### config.mk
export PLATFORM = sky130hd
export DESIGN_NAME = fcvt_result_stage
export DESIGN_NICKNAME = d
export VERILOG_FILES = /design/src/rtl/fcvt_result_stage.sv
export SDC_FILE = /design/constraint.sdc
export NUM_CORES = 1
export LEC_CHECK = 0
export ABC_AREA = 1
export CAP_MARGIN = 20
export CELL_PAD_IN_SITES_DETAIL_PLACEMENT = 0
export CELL_PAD_IN_SITES_GLOBAL_PLACEMENT = 1
export CORE_ASPECT_RATIO = 0.9
export CORE_MARGIN = 3
export CORE_UTILIZATION = 42
export CTS_BUF_LIST = sky130_fd_sc_hd__clkbuf_16
export DETAILED_ROUTE_END_ITERATION = 12
export DONT_BUFFER_PORTS = 1
export GPL_ROUTABILITY_DRIVEN = 1
export GPL_TIMING_DRIVEN = 0
export PLACE_DENSITY_LB_ADDON = 0.1
export SLEW_MARGIN = 5
export SYNTH_ARGS = -nofsm -noshare
export SYNTH_HDL_FRONTEND = slang
export SYNTH_SLANG_ARGS = --single-unit
export TNS_END_PERCENT = 20
### constraint.sdc
create_clock -name clk -period 2.3 [get_ports clk]
set_input_delay 0.115 -clock clk [delete_from_list [all_inputs] [get_ports clk]]
set_output_delay 0.115 -clock clk [all_outputs]
set_load 0.02 [all_outputs]
### src/rtl/fcvt_result_stage.sv
// fcvt_result_stage
// Registered result buffer that sits after the combinational float-to-int
// converter. Converted results are queued in a small FIFO together with
// their exception bits and destination tag, and the writeback port drains
// them in order. The stage also keeps FCSR-style sticky exception flags and
// two saturating event counters.
//
// Ports:
//   clk, rst        rising-edge clock, synchronous active-high reset
//   in_valid/ready  upstream handshake; in_ready = !full
//   in_d            converter integer result
//   in_p_lost       precision lost (inexact)
//   in_denorm       source operand was denormalized
//   in_invalid      inf/NaN/out-of-range source
//   in_tag          destination register tag
//   out_valid/ready writeback handshake; out_valid = !empty
//   out_d/tag/flags head entry, flags = {invalid, denorm, p_lost}
//   flag_clr        clear the sticky flags
//   sticky_flags    {invalid, denorm, inexact}, accumulated over pushes
//   cnt_invalid     saturating count of accepted invalid results
//   cnt_inexact     saturating count of accepted p_lost results
//   count           current FIFO occupancy
module fcvt_result_stage #(
    parameter int DEPTH = 2,
    parameter int TAG_W = 5,
    parameter int CNT_W = 16
) (
    input  logic                     clk,
    input  logic                     rst,
    input  logic                     in_valid,
    output logic                     in_ready,
    input  logic [31:0]              in_d,
    input  logic                     in_p_lost,
    input  logic                     in_denorm,
    input  logic                     in_invalid,
    input  logic [TAG_W-1:0]         in_tag,
    output logic                     out_valid,
    input  logic                     out_ready,
    output logic [31:0]              out_d,
    output logic [TAG_W-1:0]         out_tag,
    output logic [2:0]               out_flags,
    input  logic                     flag_clr,
    output logic [2:0]               sticky_flags,
    output logic [CNT_W-1:0]         cnt_invalid,
    output logic [CNT_W-1:0]         cnt_inexact,
    output logic [$clog2(DEPTH):0]   count
);

    localparam int PTR_W = $clog2(DEPTH);
    localparam logic [PTR_W:0] DEPTH_C = (PTR_W + 1)'(DEPTH);
    localparam logic [31:0] INVALID_RESULT = 32'h8000_0000;

    logic [31:0]      mem_d     [DEPTH];
    logic [TAG_W-1:0] mem_tag   [DEPTH];
    logic [2:0]       mem_flags [DEPTH];

    logic [PTR_W-1:0] wr_ptr;
    logic [PTR_W-1:0] rd_ptr;

    logic full;
    logic empty;
    logic push;
    logic pop;

    // Handshake signals come from the occupancy register only, so there is
    // no combinational path from out_ready to in_ready or from in_* to out_*.
    assign full      = (count == DEPTH_C);
    assign empty     = (count == '0);
    assign in_ready  = !full;
    assign out_valid = !empty;
    assign push      = in_valid & in_ready;
    assign pop       = out_valid & out_ready;

    // Head entry is presented directly from storage; it is masked to zero
    // while the FIFO is empty so stale entries never leak onto the bus.
    assign out_d     = empty ? '0 : mem_d[rd_ptr];
    assign out_tag   = empty ? '0 : mem_tag[rd_ptr];
    assign out_flags = empty ? '0 : mem_flags[rd_ptr];

    // FIFO storage and pointers. Invalid conversions are canonicalised to
    // the most-negative integer on the way in, whatever the converter
    // produced. Pointers wrap naturally because DEPTH is a power of two.
    always_ff @(posedge clk) begin
        if (rst) begin
            wr_ptr <= '0;
            rd_ptr <= '0;
            for (int i = 0; i < DEPTH; i++) begin
                mem_d[i]     <= '0;
                mem_tag[i]   <= '0;
                mem_flags[i] <= '0;
            end
        end else begin
            if (push) begin
                mem_d[wr_ptr]     <= in_invalid ? INVALID_RESULT : in_d;
                mem_tag[wr_ptr]   <= in_tag;
                mem_flags[wr_ptr] <= {in_invalid, in_denorm, in_p_lost};
                wr_ptr            <= wr_ptr + 1'b1;
            end
            if (pop) begin
                rd_ptr <= rd_ptr + 1'b1;
            end
        end
    end

    // Occupancy: a simultaneous push and pop leaves it unchanged.
    always_ff @(posedge clk) begin
        if (rst) begin
            count <= '0;
        end else begin
            case ({push, pop})
                2'b10:   count <= count + 1'b1;
                2'b01:   count <= count - 1'b1;
                default: count <= count;
            endcase
        end
    end

    // Sticky flags: the clear acts first, so bits from a push in the same
    // cycle as flag_clr survive while older bits are dropped.
    always_ff @(posedge clk) begin
        if (rst) begin
            sticky_flags <= '0;
        end else begin
            sticky_flags <= (flag_clr ? 3'b000 : sticky_flags)
                          | (push ? {in_invalid, in_denorm, in_p_lost} : 3'b000);
        end
    end

    // Event counters saturate at all-ones and are cleared only by reset.
    always_ff @(posedge clk) begin
        if (rst) begin
            cnt_invalid <= '0;
            cnt_inexact <= '0;
        end else begin
            if (push && in_invalid && (cnt_invalid != {CNT_W{1'b1}})) begin
                cnt_invalid <= cnt_invalid + 1'b1;
            end
            if (push && in_p_lost && (cnt_inexact != {CNT_W{1'b1}})) begin
                cnt_inexact <= cnt_inexact + 1'b1;
            end
        end
    end

endmodule

# ---- After elaboration in Yosys (flattened, before gate mapping)
# Memory sizes are Yosys's and may differ from the RTL's. A register that Yosys moved wholly into a read port is not among the register bits.
# Cells that the tools add are included.
dict set report totals {
  latch_bits 0
  romBits 0
  ram_bits 80
  memories 3
  register_bits 39
  output_inout_bits 79
  input_bits 45
  elab_cells 61
}
# memory words width rd rd_clocked_by_memory_dff write_ports line_no
set memory_table {}
lappend memory_table {mem_d 2 32 1 1 2 53} ;# logic [31:0] mem_d [DEPTH];
lappend memory_table {mem_tag 2 5 1 1 2 54} ;# logic [TAG_W-1:0] mem_tag [DEPTH];
lappend memory_table {mem_flags 2 3 1 1 2 55} ;# logic [2:0] mem_flags [DEPTH];
dict set report op_classes {
  div 0
  n_eq_ne 5
  shift 0
  addsub 6
  n_bitwise 3
  multipliers 0
  mux 27
  order_cmp 0
  reduce_logical 11
}
# operator n
set ops {}
lappend ops {{2-to-1 mux 32 bit} 3}
lappend ops {{adder 16 x 1 -> 16 bit (second input constant)} 2}
lappend ops {{!= test 16 bit (second input constant)} 2}
lappend ops {{OR reduction 32 bit} 1}
lappend ops {{2-to-1 mux 1 bit} 17}
lappend ops {{2-to-1 mux 3 bit} 4}
lappend ops {{2-to-1 mux 5 bit} 2}
lappend ops {{OR reduction 5 bit} 1}
lappend ops {{equality test 2 bit (second input constant)} 2}
lappend ops {{logical AND 1 bit} 4}
lappend ops {{one-hot mux 2 bit (2 select lines)} 1}
lappend ops {{bitwise OR 3 bit} 1}
lappend ops {{OR reduction 3 bit} 1}
lappend ops {{adder 1 bit (second input constant)} 2}
lappend ops {{adder 2 x 1 -> 2 bit (second input constant)} 1}
lappend ops {{bitwise AND 1 bit} 2}
lappend ops {{equality test 2 x 1 -> 1 bit (second input constant)} 1}
lappend ops {{zero test 1 bit} 2}
lappend ops {{zero test 2 bit} 1}
lappend ops {{nonzero test 2 bit} 1}
lappend ops {{subtractor 2 x 1 -> 2 bit (second input constant)} 1}

# ---- Depth between registers and ports, before layout
dict set report logic_depth {
  word_depth 8
  mapped_depth 9
  ltp_nobuf 9
}

# ---- Least setup slack after synthesis
# Ideal clock, no wire load.
dict set report synth_path {
  path_type {register -> register}
  from {register count[0]}
  to {memory mem_d[0][0] (enable)}
  n_path_buf 1
  arrival_time_ns 2.008
  path_stages_with_launch 8
  period_less_slack_ns 2.406
  required_ns 1.902
  setup_ns 0.398
  slack_ns -0.106
  cell_sequence {dfxtp_1 -> inv_2 -> nand2_4 -> nand2_4 -> inv_4 -> nand3_2 -> buf_2 -> nand2_1}
}
# item line_no
set synth_rtl {}
lappend synth_rtl {{start, declared} 46} ;# output logic [$clog2(DEPTH):0] count
lappend synth_rtl {{start signal, assigned} 111} ;# 2'b10: count <= count + 1'b1;
lappend synth_rtl {{start signal, assigned} 112} ;# 2'b01: count <= count - 1'b1;
lappend synth_rtl {{start signal, assigned} 113} ;# default: count <= count;
lappend synth_rtl {{end, declared} 53}

==> results by group <==
Outcome
  • Status: finished, final reports clean

Final layout
  • Net count, final: approximately 810
  • Commonest non-fill, non-tap cell in the layout: nand2_1
  • Number of fill cells in the layout: approximately 1300
  • Area grow syn2layout: 21.7%
  • Most frequent cells in the layout: nand2_1, nor2_1, edfxtp_1, a21oi_1, inv_1
  • Final instance area: between 7000 and 8000 um2
  • ANT cells: 0
  • Layout cells sized above 1: 11.7%

GRT
  • Initial antenna violation count: 0
  • Number of global-route vias before repair: between 4000 and 5000
  • Global Route Usage Sum: about a fifth
  • Pin count of the biggest net entering global routing: approximately 40
  • First-pass GRT wire length: about 25000 um
  • Total congestion overflow: 0

CTS
  • CTS sink cnt: 120
  • CTS tree: done
  • Clock Pin Slew Worst Setup and Hold Paths: approximately 50 ps
  • Num CTS Buffers: 17
  • Post-CTS Repair Setup Buffers: 0
  • Clock Tree Root: clkbuf_16
  • Skew-Pair Late Insertion Delay: roughly 420 ps
  • Clock Path Buffers: 2
  • Htree depth: 4

Die
  • Die Area: 15600 um2
  • Io pins: around 120
  • Die Wd: around 130 um
  • Die height: ~120 um
  • Initial Utilization: 43.8%
  • Core Area: about 14000 um2
  • Num rows: 40

Power and ir drop
  • Power per cell area: slightly below 900 nW/um2
  • Peak VDD IR: just over 0.5 mV
  • Leak: 2.70 nW
  • Sw power: between 1.5 and 2 mW
  • Combinational power share: a little under a fifth
  • Reg power frac: between 40 and 50%
  • Internal power: 4.31 mW
  • Clock Power Share: between 40% and 50%
  • Switch share: a little under a third

Routing
  • DRT antenna net count: 0
  • Drt total wl: roughly 16000 um
  • Drt via density: a little over 5
  • # DRC: 0
  • Routed WL per cell: 16.3 um
  • Via count: roughly 4900
  • DR iter-0 viols: between 200 and 300
  • DRT Pass-1 Iters: 4

Timing
  • Final setup margin: about 120 ps
  • Final period utilization: 94.8%
  • Final Hold Viols: 0
  • Hold WS: 31.6 ps
  • Max-slew violations: 0
  • Fin crit period: approximately 2200 ps
  • Max transition margin: between 40% and 50%
  • Highest achievable clock rate: about 460 MHz
  • Count of final setup violators: 0
  • RSZ-0062 raised after global routing: no
  • Clock skew: a little under 10 ps
  • Final TNS setup: 0 ps
  • Worst Max-Slew Pin Slew: roughly 810 ps

Worst setup path
  • Worst path max stage delay: 510 ps
  • Crit Path Class: reg2out
  • Critical-path maximum fanout: 10
  • CP most frequent cell: clkbuf_1
  • Critical register-to-register path startpoint: count[0]
  • Critical path endpoint category: primary output
  • Cell chain of the critical path: clkbuf_1 > clkbuf_1 > nand2_1 > a21oi_1
  • Worst EP arrival: a little over 2000 ps
  • Crit start category: register
  • Critical Path RT: approximately 2200 ps
  • Slowest cell on the critical path: a21oi_1

Synthesis
  • Register area share after synthesis: a little over half
  • Area leader, netlist: edfxtp_1
  • Top_reg_cell synth: edfxtp_1
  • Yosys cell types: 31
  • Fraction of registers with async set/reset: 0%
  • Synth area leaders: edfxtp_1, dfxtp_1, nand2_1
  • EDFF count, synth: 80
  • Mapped Avg Cell Area: 8.47 um2
  • Synth warn: 0
  • Synthesized Nets: ~750
  • Post-synthesis cell count: 701
  • Synthesized cell area: roughly 5900 um2
  • #FFs+latches synth: 120
  • Top cell type's share of synthesized area: between 40 and 50%

Min path
  • Min-delay worst type: in2reg
  • Worst Min Path Start: out_ready

Placement
  • Setup WS pre-CTS: -286 ps
  • # port buffers: 0
  • DP Area: 6200 um2
  • Final HPWL DP: about 11000 um
  • Final RePlAce weighted congestion: around 0.82

Flow run
  • Max-cap violations: 0
-- power by group through the flow --
stage	clock network, mW	registers [mW]	logic (mW)
finish	2.53	2.58	1.18
global route	2.67	2.60	1.29
CTS	2.57	2.58	1.19
detailed placement	0	2.62	1.12
global placement	0	2.62	1.10
floorplan	0	2.60	0.829
-- what timing repair did --
action | 4_1_cts | 5_1_grt
hold endpoints to repair | 90 | 0
hold buffers | 44 | 0
gates resized for setup | 2 | 4
endpoints found under the setup margin | 64 | 52
-- through the flow --
step / instances / utilization [%] / power, mW
global placement: 890 / 45.5 / 3.72
detailed placement: 891 / 45.7 / 3.74
floorplan: 701 / - / 3.43
finish: 967 / 53.3 / 6.29
CTS: 967 / 53.2 / 6.33
global route: 967 / 53.3 / 6.56
-- cell type report --
type / count / area, um2 / share of cell area, %
Sequential cell: 120 / 3210 / 44.4
Multi-Input combinational cell: 481 / 2350 / 32.5
Timing Repair Buffer: 45 / 460 / 6.37
Clock buffer: 17 / 425 / 5.89
Inverter: 65 / 246 / 3.41
Tap cell: 189 / 236 / 3.27
Buffer: 35 / 166 / 2.30
Clock inverter: 15 / 135 / 1.87
-- critical path, delay by kind of cell, from the launching register on --
kind | cells | cell delay (ps)
AO/OA/AOI/OAI | 1 | 510
buffers and inverters | 2 | 700
flip-flops | 1 | 310
AND/OR/NAND/NOR | 1 | 140
-- flip-flops by register name, summed over array words and instances, names as in the netlist, named ones only --
register and flops:
mem_d 64, cnt_inexact 16, cnt_invalid 16, mem_tag 10, mem_flags 6, sticky_flags 3, count 2, rd_ptr 1
wr_ptr 1
-- final timing paths --
check	endpoint	slack [ps]	depth (start not counted)
max reg2reg	mem_d[1][8]	290	8
min	rd_ptr	30	3
min reg2reg	register	460	1
max	out_flags[2]	120	4
-- cells by family after synthesis --
group	count (synthesis)	share of synthesized area (%)
AO/OA/AOI/OAI	78	6.95
XOR/XNOR	3	0.443
adder cells (fa/ha/maj)	3	0.632
buffers and inverters	100	6.95
flip-flops	120	53.9
AND/OR/NAND/NOR	397	31.1
-- synthesized netlist by cell type, drive strengths merged (7+ instances only) --
| cell type | number |
|---|---|
| buf | 14 |
| edfxtp | 80 |
| nand4 | 7 |
| nand2 | 188 |
| nand3 | 30 |
| nor3 | 65 |
| nor2 | 105 |
| clkbuf | 21 |
| a21oi | 70 |
| inv | 65 |
| o21ai | 8 |
| dfxtp | 40 |
-- per-layer routing --
metal / up-vias / GRT usage [%] / share of wire, %
met4: 0 / 6.56 / 1.8
met3: 24 / 7.32 / 6.7
met2: 127 / 33.4 / 48
li1: 2442 / - / -
met5: - / 0 / 0
met1: 2269 / 25.6 / 43
Note: power is estimated with default switching activity, not from simulation.
